--- src/rtl/rca_slice_sequencer.sv ---
// rca_slice_sequencer
//   Multi-cycle WIDTH-bit adder built around a single 4-bit ripple-carry
//   slice. One nibble is processed per clock, least-significant nibble
//   first. The carry between nibbles is held in a register.
//
// Ports
//   clk, rst     rising-edge clock; asynchronous active-high reset
//   start_valid  command valid from the requester
//   start_ready  high in IDLE; the block can accept a command
//   a, b, cin    operands and carry-in, sampled only when a command is accepted
//   res_valid    result valid; high in DONE
//   res_ready    consumer accepts the result
//   sum          A+B+cin modulo 2^WIDTH
//   cout         unsigned carry out of bit WIDTH-1
//   ovf          two's-complement signed overflow
//   busy         high in RUN or DONE
module rca_slice_sequencer #(
    parameter int WIDTH  = 16,
    parameter int NSLICE = WIDTH / 4
) (
    input  logic             clk,
    input  logic             rst,
    input  logic             start_valid,
    output logic             start_ready,
    input  logic [WIDTH-1:0] a,
    input  logic [WIDTH-1:0] b,
    input  logic             cin,
    output logic             res_valid,
    input  logic             res_ready,
    output logic [WIDTH-1:0] sum,
    output logic             cout,
    output logic             ovf,
    output logic             busy
);

    localparam int CW = (NSLICE > 1) ? $clog2(NSLICE) : 1;
    localparam logic [CW-1:0] LAST = CW'(NSLICE - 1);

    typedef enum logic [1:0] {
        IDLE,
        RUN,
        DONE
    } state_t;

    state_t           state, state_nxt;
    logic [WIDTH-1:0] opa, opb;
    logic             carry;
    logic [CW-1:0]    cnt;
    logic [4:0]       slice;
    logic             accept;
    logic             last;

    // 4-bit ripple-carry slice: {c4, s4}
    always_comb begin
        slice = {1'b0, opa[3:0]} + {1'b0, opb[3:0]} + {4'b0000, carry};
    end

    assign accept = start_valid && (state == IDLE);
    assign last   = (cnt == LAST);

    always_ff @(posedge clk or posedge rst) begin
        if (rst) begin
            state <= IDLE;
        end else begin
            state <= state_nxt;
        end
    end

    always_comb begin
        state_nxt   = state;
        start_ready = 1'b0;
        res_valid   = 1'b0;
        busy        = 1'b0;
        case (state)
            IDLE: begin
                start_ready = 1'b1;
                if (start_valid) begin
                    state_nxt = RUN;
                end
            end
            RUN: begin
                busy = 1'b1;
                if (last) begin
                    state_nxt = DONE;
                end
            end
            DONE: begin
                busy      = 1'b1;
                res_valid = 1'b1;
                if (res_ready) begin
                    state_nxt = IDLE;
                end
            end
            default: begin
                state_nxt = IDLE;
            end
        endcase
    end

    always_ff @(posedge clk or posedge rst) begin
        if (rst) begin
            opa   <= '0;
            opb   <= '0;
            carry <= 1'b0;
            cnt   <= '0;
            sum   <= '0;
            cout  <= 1'b0;
            ovf   <= 1'b0;
        end else if (accept) begin
            opa   <= a;
            opb   <= b;
            carry <= cin;
            cnt   <= '0;
        end else if (state == RUN) begin
            // Each slice result enters at the top; after NSLICE steps the
            // first nibble has shifted down to bit 0.
            sum   <= {slice[3:0], sum[WIDTH-1:4]};
            opa   <= {4'b0000, opa[WIDTH-1:4]};
            opb   <= {4'b0000, opb[WIDTH-1:4]};
            carry <= slice[4];
            if (last) begin
                // Wrap to 0 so the counter stays within NSLICE-1 even when
                // NSLICE is not a power of two.
                cnt  <= '0;
                cout <= slice[4];
                ovf  <= (opa[3] == opb[3]) && (slice[3] != opa[3]);
            end else begin
                cnt <= cnt + 1'b1;
            end
        end
    end

endmodule
--- config.mk ---
export PLATFORM = sky130hd
export DESIGN_NAME = rca_slice_sequencer
export DESIGN_NICKNAME = d
export VERILOG_FILES = /design/src/rtl/rca_slice_sequencer.sv
export SDC_FILE = /design/constraint.sdc
export NUM_CORES = 1
export LEC_CHECK = 0
export CAP_MARGIN = 25
export CORE_UTILIZATION = 35
export DETAILED_ROUTE_END_ITERATION = 10
export PLACE_DENSITY = 0.57
export REMOVE_ABC_BUFFERS = 1
export SETUP_SLACK_MARGIN = 0.4
export SYNTH_ARGS = -nofsm -noshare
export SYNTH_HDL_FRONTEND = slang
export SYNTH_SLANG_ARGS = --single-unit
--- constraint.sdc ---
create_clock -name clk -period 1.7 [get_ports clk]
set_input_delay 0.17 -clock clk [delete_from_list [all_inputs] [get_ports clk]]
set_output_delay 0.17 -clock clk [all_outputs]
set_load 0.005 [all_outputs]
After elaboration in Yosys (flattened, before gate mapping)
Index checks and enable logic that the tools add are counted.

Reductions and logical operators: 8. Add/sub/neg operators: 3. Mux-type cells: 16. Bitwise gates (word level): 1. Eq/ne operators: 8.

Operators by type and width (count): 16-bit two-way mux (4); 2-bit two-way mux (6); 2-bit != test, second input constant (3); 2-bit case mux with 3 select lines (1); 3-bit AND reduction (2); 4-bit by 4-bit adder with 5-bit output (1); 5-bit by 1-bit adder with 5-bit output (1); 1-bit two-way mux (5); 2-bit == test, second input constant (2); 2-bit by 1-bit adder with 2-bit output, second input constant (1); 2-bit by 1-bit == test with 1-bit output, second input constant (1); 1-bit logical AND (2); 2-bit logical NOT (1); 2-bit AND reduction (1); 2-bit nonzero test (1); 2-bit OR reduction (1); 1-bit == test (1); 1-bit != test (1); 1-bit inverter (1).

Output and inout port bits: 21. Word-level logic and storage cells: 44. Register bits: 55.

Longest topological paths before layout
Depth after elaboration: 4. Mapped depth: 8. Depth with buffers taken out: 7.

Least setup slack after synthesis
No wires, ideal clock.

Path type: reg-to-reg. Start point: register opa[0]. End point: register carry. Arrival: 1.499 ns. Setup time: 0.135 ns. Path slack: 0.067 ns. Stages on the path, launching flop included: 8. Data required time: 1.565 ns. Cell sequence: dfrtp_1 fa_1 inv_1 fa_1 inv_1 a21o_1 a21oi_1 o31ai_1.

Cells in the longest elaborated chain, start to end: 4.

RTL lines: start, declared (RTL line 46) `logic [WIDTH-1:0] opa, opb;`; start signal, assigned (RTL line 118) `opa <= {4'b0000, opa[WIDTH-1:4]};`; 4-bit by 4-bit adder with 5-bit output (RTL line 55) `slice = {1'b0, opa[3:0]} + {1'b0, opb[3:0]} + {4'b0000, carry};`; 5-bit by 1-bit adder with 5-bit output (RTL line 55); 1-bit two-way mux (RTL line 114) `end else if (state == RUN) begin`; 1-bit two-way mux (RTL line 109) `end else if (accept) begin`; end signal, assigned (RTL line 112) `carry <= cin;`; end signal, assigned (RTL line 120) `carry <= slice[4];`; end, declared (RTL line 47) `logic carry;`.

Every way passes these cells. The select of a mux whose other input is x is not followed. A chain may end at the register's enable or synchronous reset.

Worst setup path in the final report
Start point: register carry. End point: register sum[15].

Cells in the longest elaborated chain, start to end: 1.

RTL lines: 5-bit by 1-bit adder with 5-bit output (RTL line 55); end signal, assigned (RTL line 117) `sum <= {slice[3:0], sum[WIDTH-1:4]};`; end, declared (RTL line 30) `output logic [WIDTH-1:0] sum,`.

Every way passes these cells.

==> results.json <==
{
  "initial_core_util_pct": 36.97,
  "yosysTopAreaCell": "dfrtp_1",
  "clock_skew_ps": 11.50,
  "required_ps": 1900,
  "regArea_um2": 1376,
  "drc": 0,
  "hpwl_mm": 3.312,
  "path_buf_inv": 0,
  "final_layout_size_suffix_gt1_share_pct": 44.74,
  "synth_most_common_cell": "dfrtp_1",
  "ys_seq_elements": 55,
  "die_w_um": 87.42,
  "r2r_end": "sum[15]",
  "wl_per_cell_um": 14.59,
  "power.density_nw_per_um2": 1911,
  "synth_area_leaders": "dfrtp_1, mux2i_1, o21ai_0",
  "crit_chain": "fa_2, a21o_1, a21oi_2, xnor2_1, mux2_4",
  "syn_inst": 230,
  "multi_input_area_um2": 1395,
  "cpPeakStageDelay_ps": 420,
  "viasPerCell": 4.776,
  "yosysSeqAreaShare_pct": 53.90,
  "synth-warning-count": 0,
  "grt_pass1_wl_mm": 9.936,
  "drtIter0Drc": 52,
  "synthFlopType": "dfrtp_1",
  "cts_buffers": 5,
  "numClockSinks": 55,
  "synthArstFlopShare_pct": 100.0,
  "min_period_ps": 1661,
  "relSlewSlack_pct": 78.47,
  "synth_edf_count": 0,
  "rrSetupSlack_ps": 40,
  "p_total_mw": 8.395,
  "hold_violations": 0,
  "stdcell_area_um2": 4394,
  "cp.arrival_ps": 1860,
  "grt_pass1_vias": 2013,
  "io_pins": 58,
  "root_buffer": "clkbuf_8",
  "r2r_cells": 5,
  "slew_violations": 0,
  "num_vias": 2049,
  "core_um2": 6907,
  "fillers": 578,
  "antenna_left": 0,
  "dieArea_um2": 7642,
  "clockBufferDepth": 2,
  "grt_max_degree": 56,
  "cp_top_family": "flip-flops",
  "gr-usage-all-layers_pct": 17.27,
  "ys_types": 27,
  "io_buffers": 57,
  "place_congestion": 0.6798,
  "critPathKind": "register to register",
  "clk_latency_ps": 310,
  "rows": 30,
  "dp_cells": 379,
  "grt-ovfl-total": 0,
  "p_leak_nw": 1.974,
  "synth_area_um2": 2554,
  "drt_wl_total_mm": 6.259,
  "reg2reg_from": "carry",
  "rsz0062_at_grt": "yes",
  "placed_cell_area_um2": 3267,
  "path_clk_slew_ps": 100,
  "status": "finished clean",
  "postCtsHoldBufs": 0,
  "htreeDepth": 2,
  "area_growth_pct": 72.07,
  "synth.top_cell.area_share_pct": 53.90,
  "worst_slew_pin_slew_ps": 322.9,
  "cp-end-kind": "register",
  "first_pass_iters": 4,
  "drv_cap": 0,
  "synth_commonest_cells": "dfrtp_1, nand2_1, o21ai_0",
  "fin_util_pct": 63.62,
  "start_kind": "register",
  "die_h_um": 87.42,
  "n_antenna_cell": 0,
  "layout.nets": 380,
  "path_max_fanout": 2,
  "setup_viol": 0,
  "antenna_found_initial": 0,
  "holdWs_ps": 226.9,
  "fin_cells": 429,
  "period_share_pct": 97.72,
  "fmax_ghz": 0.6020,
  "hold_class": "input pin to async pin",
  "cp_slowest_cell": "dfrtp_1",
  "cts_tree": "yes",
  "synth_area_per_cell_um2": 11.10,
  "vdd_drop_max_mv": 0.6702
}
==> sequential cells by signal, indices dropped and copies added, names as in the netlist <==
name / cells
carry: 1
cnt: 2
cout: 1
opa: 16
opb: 16
ovf: 1
state: 2
sum: 16
==> through the flow <==
stage / worst slack [ps] / setup TNS [ps]
detailed placement: 1.218 / 0
floorplan: -705.0 / -11760
global route: -22.86 / -53.53
finish: 38.81 / 0
CTS: 64.13 / 0
global placement: 40.61 / 0
==> timing repair <==
item | 4_1_cts | 5_1_grt
setup buffers | 25 | 4
setup endpoints to repair | 76 | 58
pin swaps | 33 | 21
endpoints found under the hold margin | 0 | 0
gates cloned | 13 | 0
gates resized for setup | 145 | 62
==> cells in the final DEF, fill, tap and decap left out, types with 2 or more instances in the layout <==
cell type / instances
a21o_1: 2
a21oi_2: 4
buf_12: 8
buf_16: 12
buf_4: 15
buf_6: 16
buf_8: 4
clkbuf_8: 7
clkdlybuf4s50_1: 36
dfrtp_1: 55
dlygate4sd2_1: 18
fa_2: 2
ha_1: 5
ha_4: 4
inv_1: 5
inv_2: 6
mux2_2: 2
mux2_4: 13
mux2i_1: 22
mux2i_4: 2
nand2_1: 18
nand2_2: 20
nand2_4: 6
o21ai_1: 14
o21ai_2: 21
xnor2_1: 2
==> worst max-delay path by stage <==
stage             start       to  cells past startpoint  slack (ps)
6_report          carry  sum[15]                      5          40
5_1_grt           carry  sum[15]                      5         -20
4_1_cts          opa[0]  sum[15]                      5          60
3_5_place_dp     opa[0]  sum[15]                      5           1
3_3_place_gp     opa[0]     cout                      7          40
2_1_floorplan  state[1]      ovf                      6        -710
==> report_power, final <==
| part | switching, mW | total, mW | internal, mW | leakage [nW] |
|---|---|---|---|---|
| combinational | 2.08 | 5.25 | 3.16 | 1.25 |
| clock | 0.417 | 0.790 | 0.373 | 0.0515 |
| sequential | 0.398 | 2.36 | 1.96 | 0.676 |
==> layout make-up <==
cell class / instances / share of cell area, %
Tap cell: 96 / 2.733
Multi-Input combinational cell: 150 / 31.75
Clock buffer: 8 / 2.278
Inverter: 11 / 0.9396
Sequential cell: 55 / 31.32
Timing Repair Buffer: 109 / 30.98
==> logic make-up (layout without fill, tap and decap cells) <==
kind of cell	Yosys count	in the layout	share of synthesized area, %
flops	55	55	53.90
xor+xnor	3	3	1.029
simple gates	51	51	8.182
buf+inv	25	128	4.752
fa+ha+maj	11	11	5.978
mux	40	40	16.41
compound gates	45	45	9.750
==> worst register-to-register path, cell delays in order, from the launching register on <==
cell and delay (ps):
dfrtp_1 420, fa_2 410, a21o_1 180, a21oi_2 200, xnor2_1 100, mux2_4 260
==> metal layers <==
metal	GRT usage, %	vias up	wire length, um
met3	3.223	7	226
met1	21.84	1014	2799
li1	-	980	-
met4	6.259	0	75
met2	29.47	48	3157
met5	0	-	0
(Power assumes the default switching activity.)
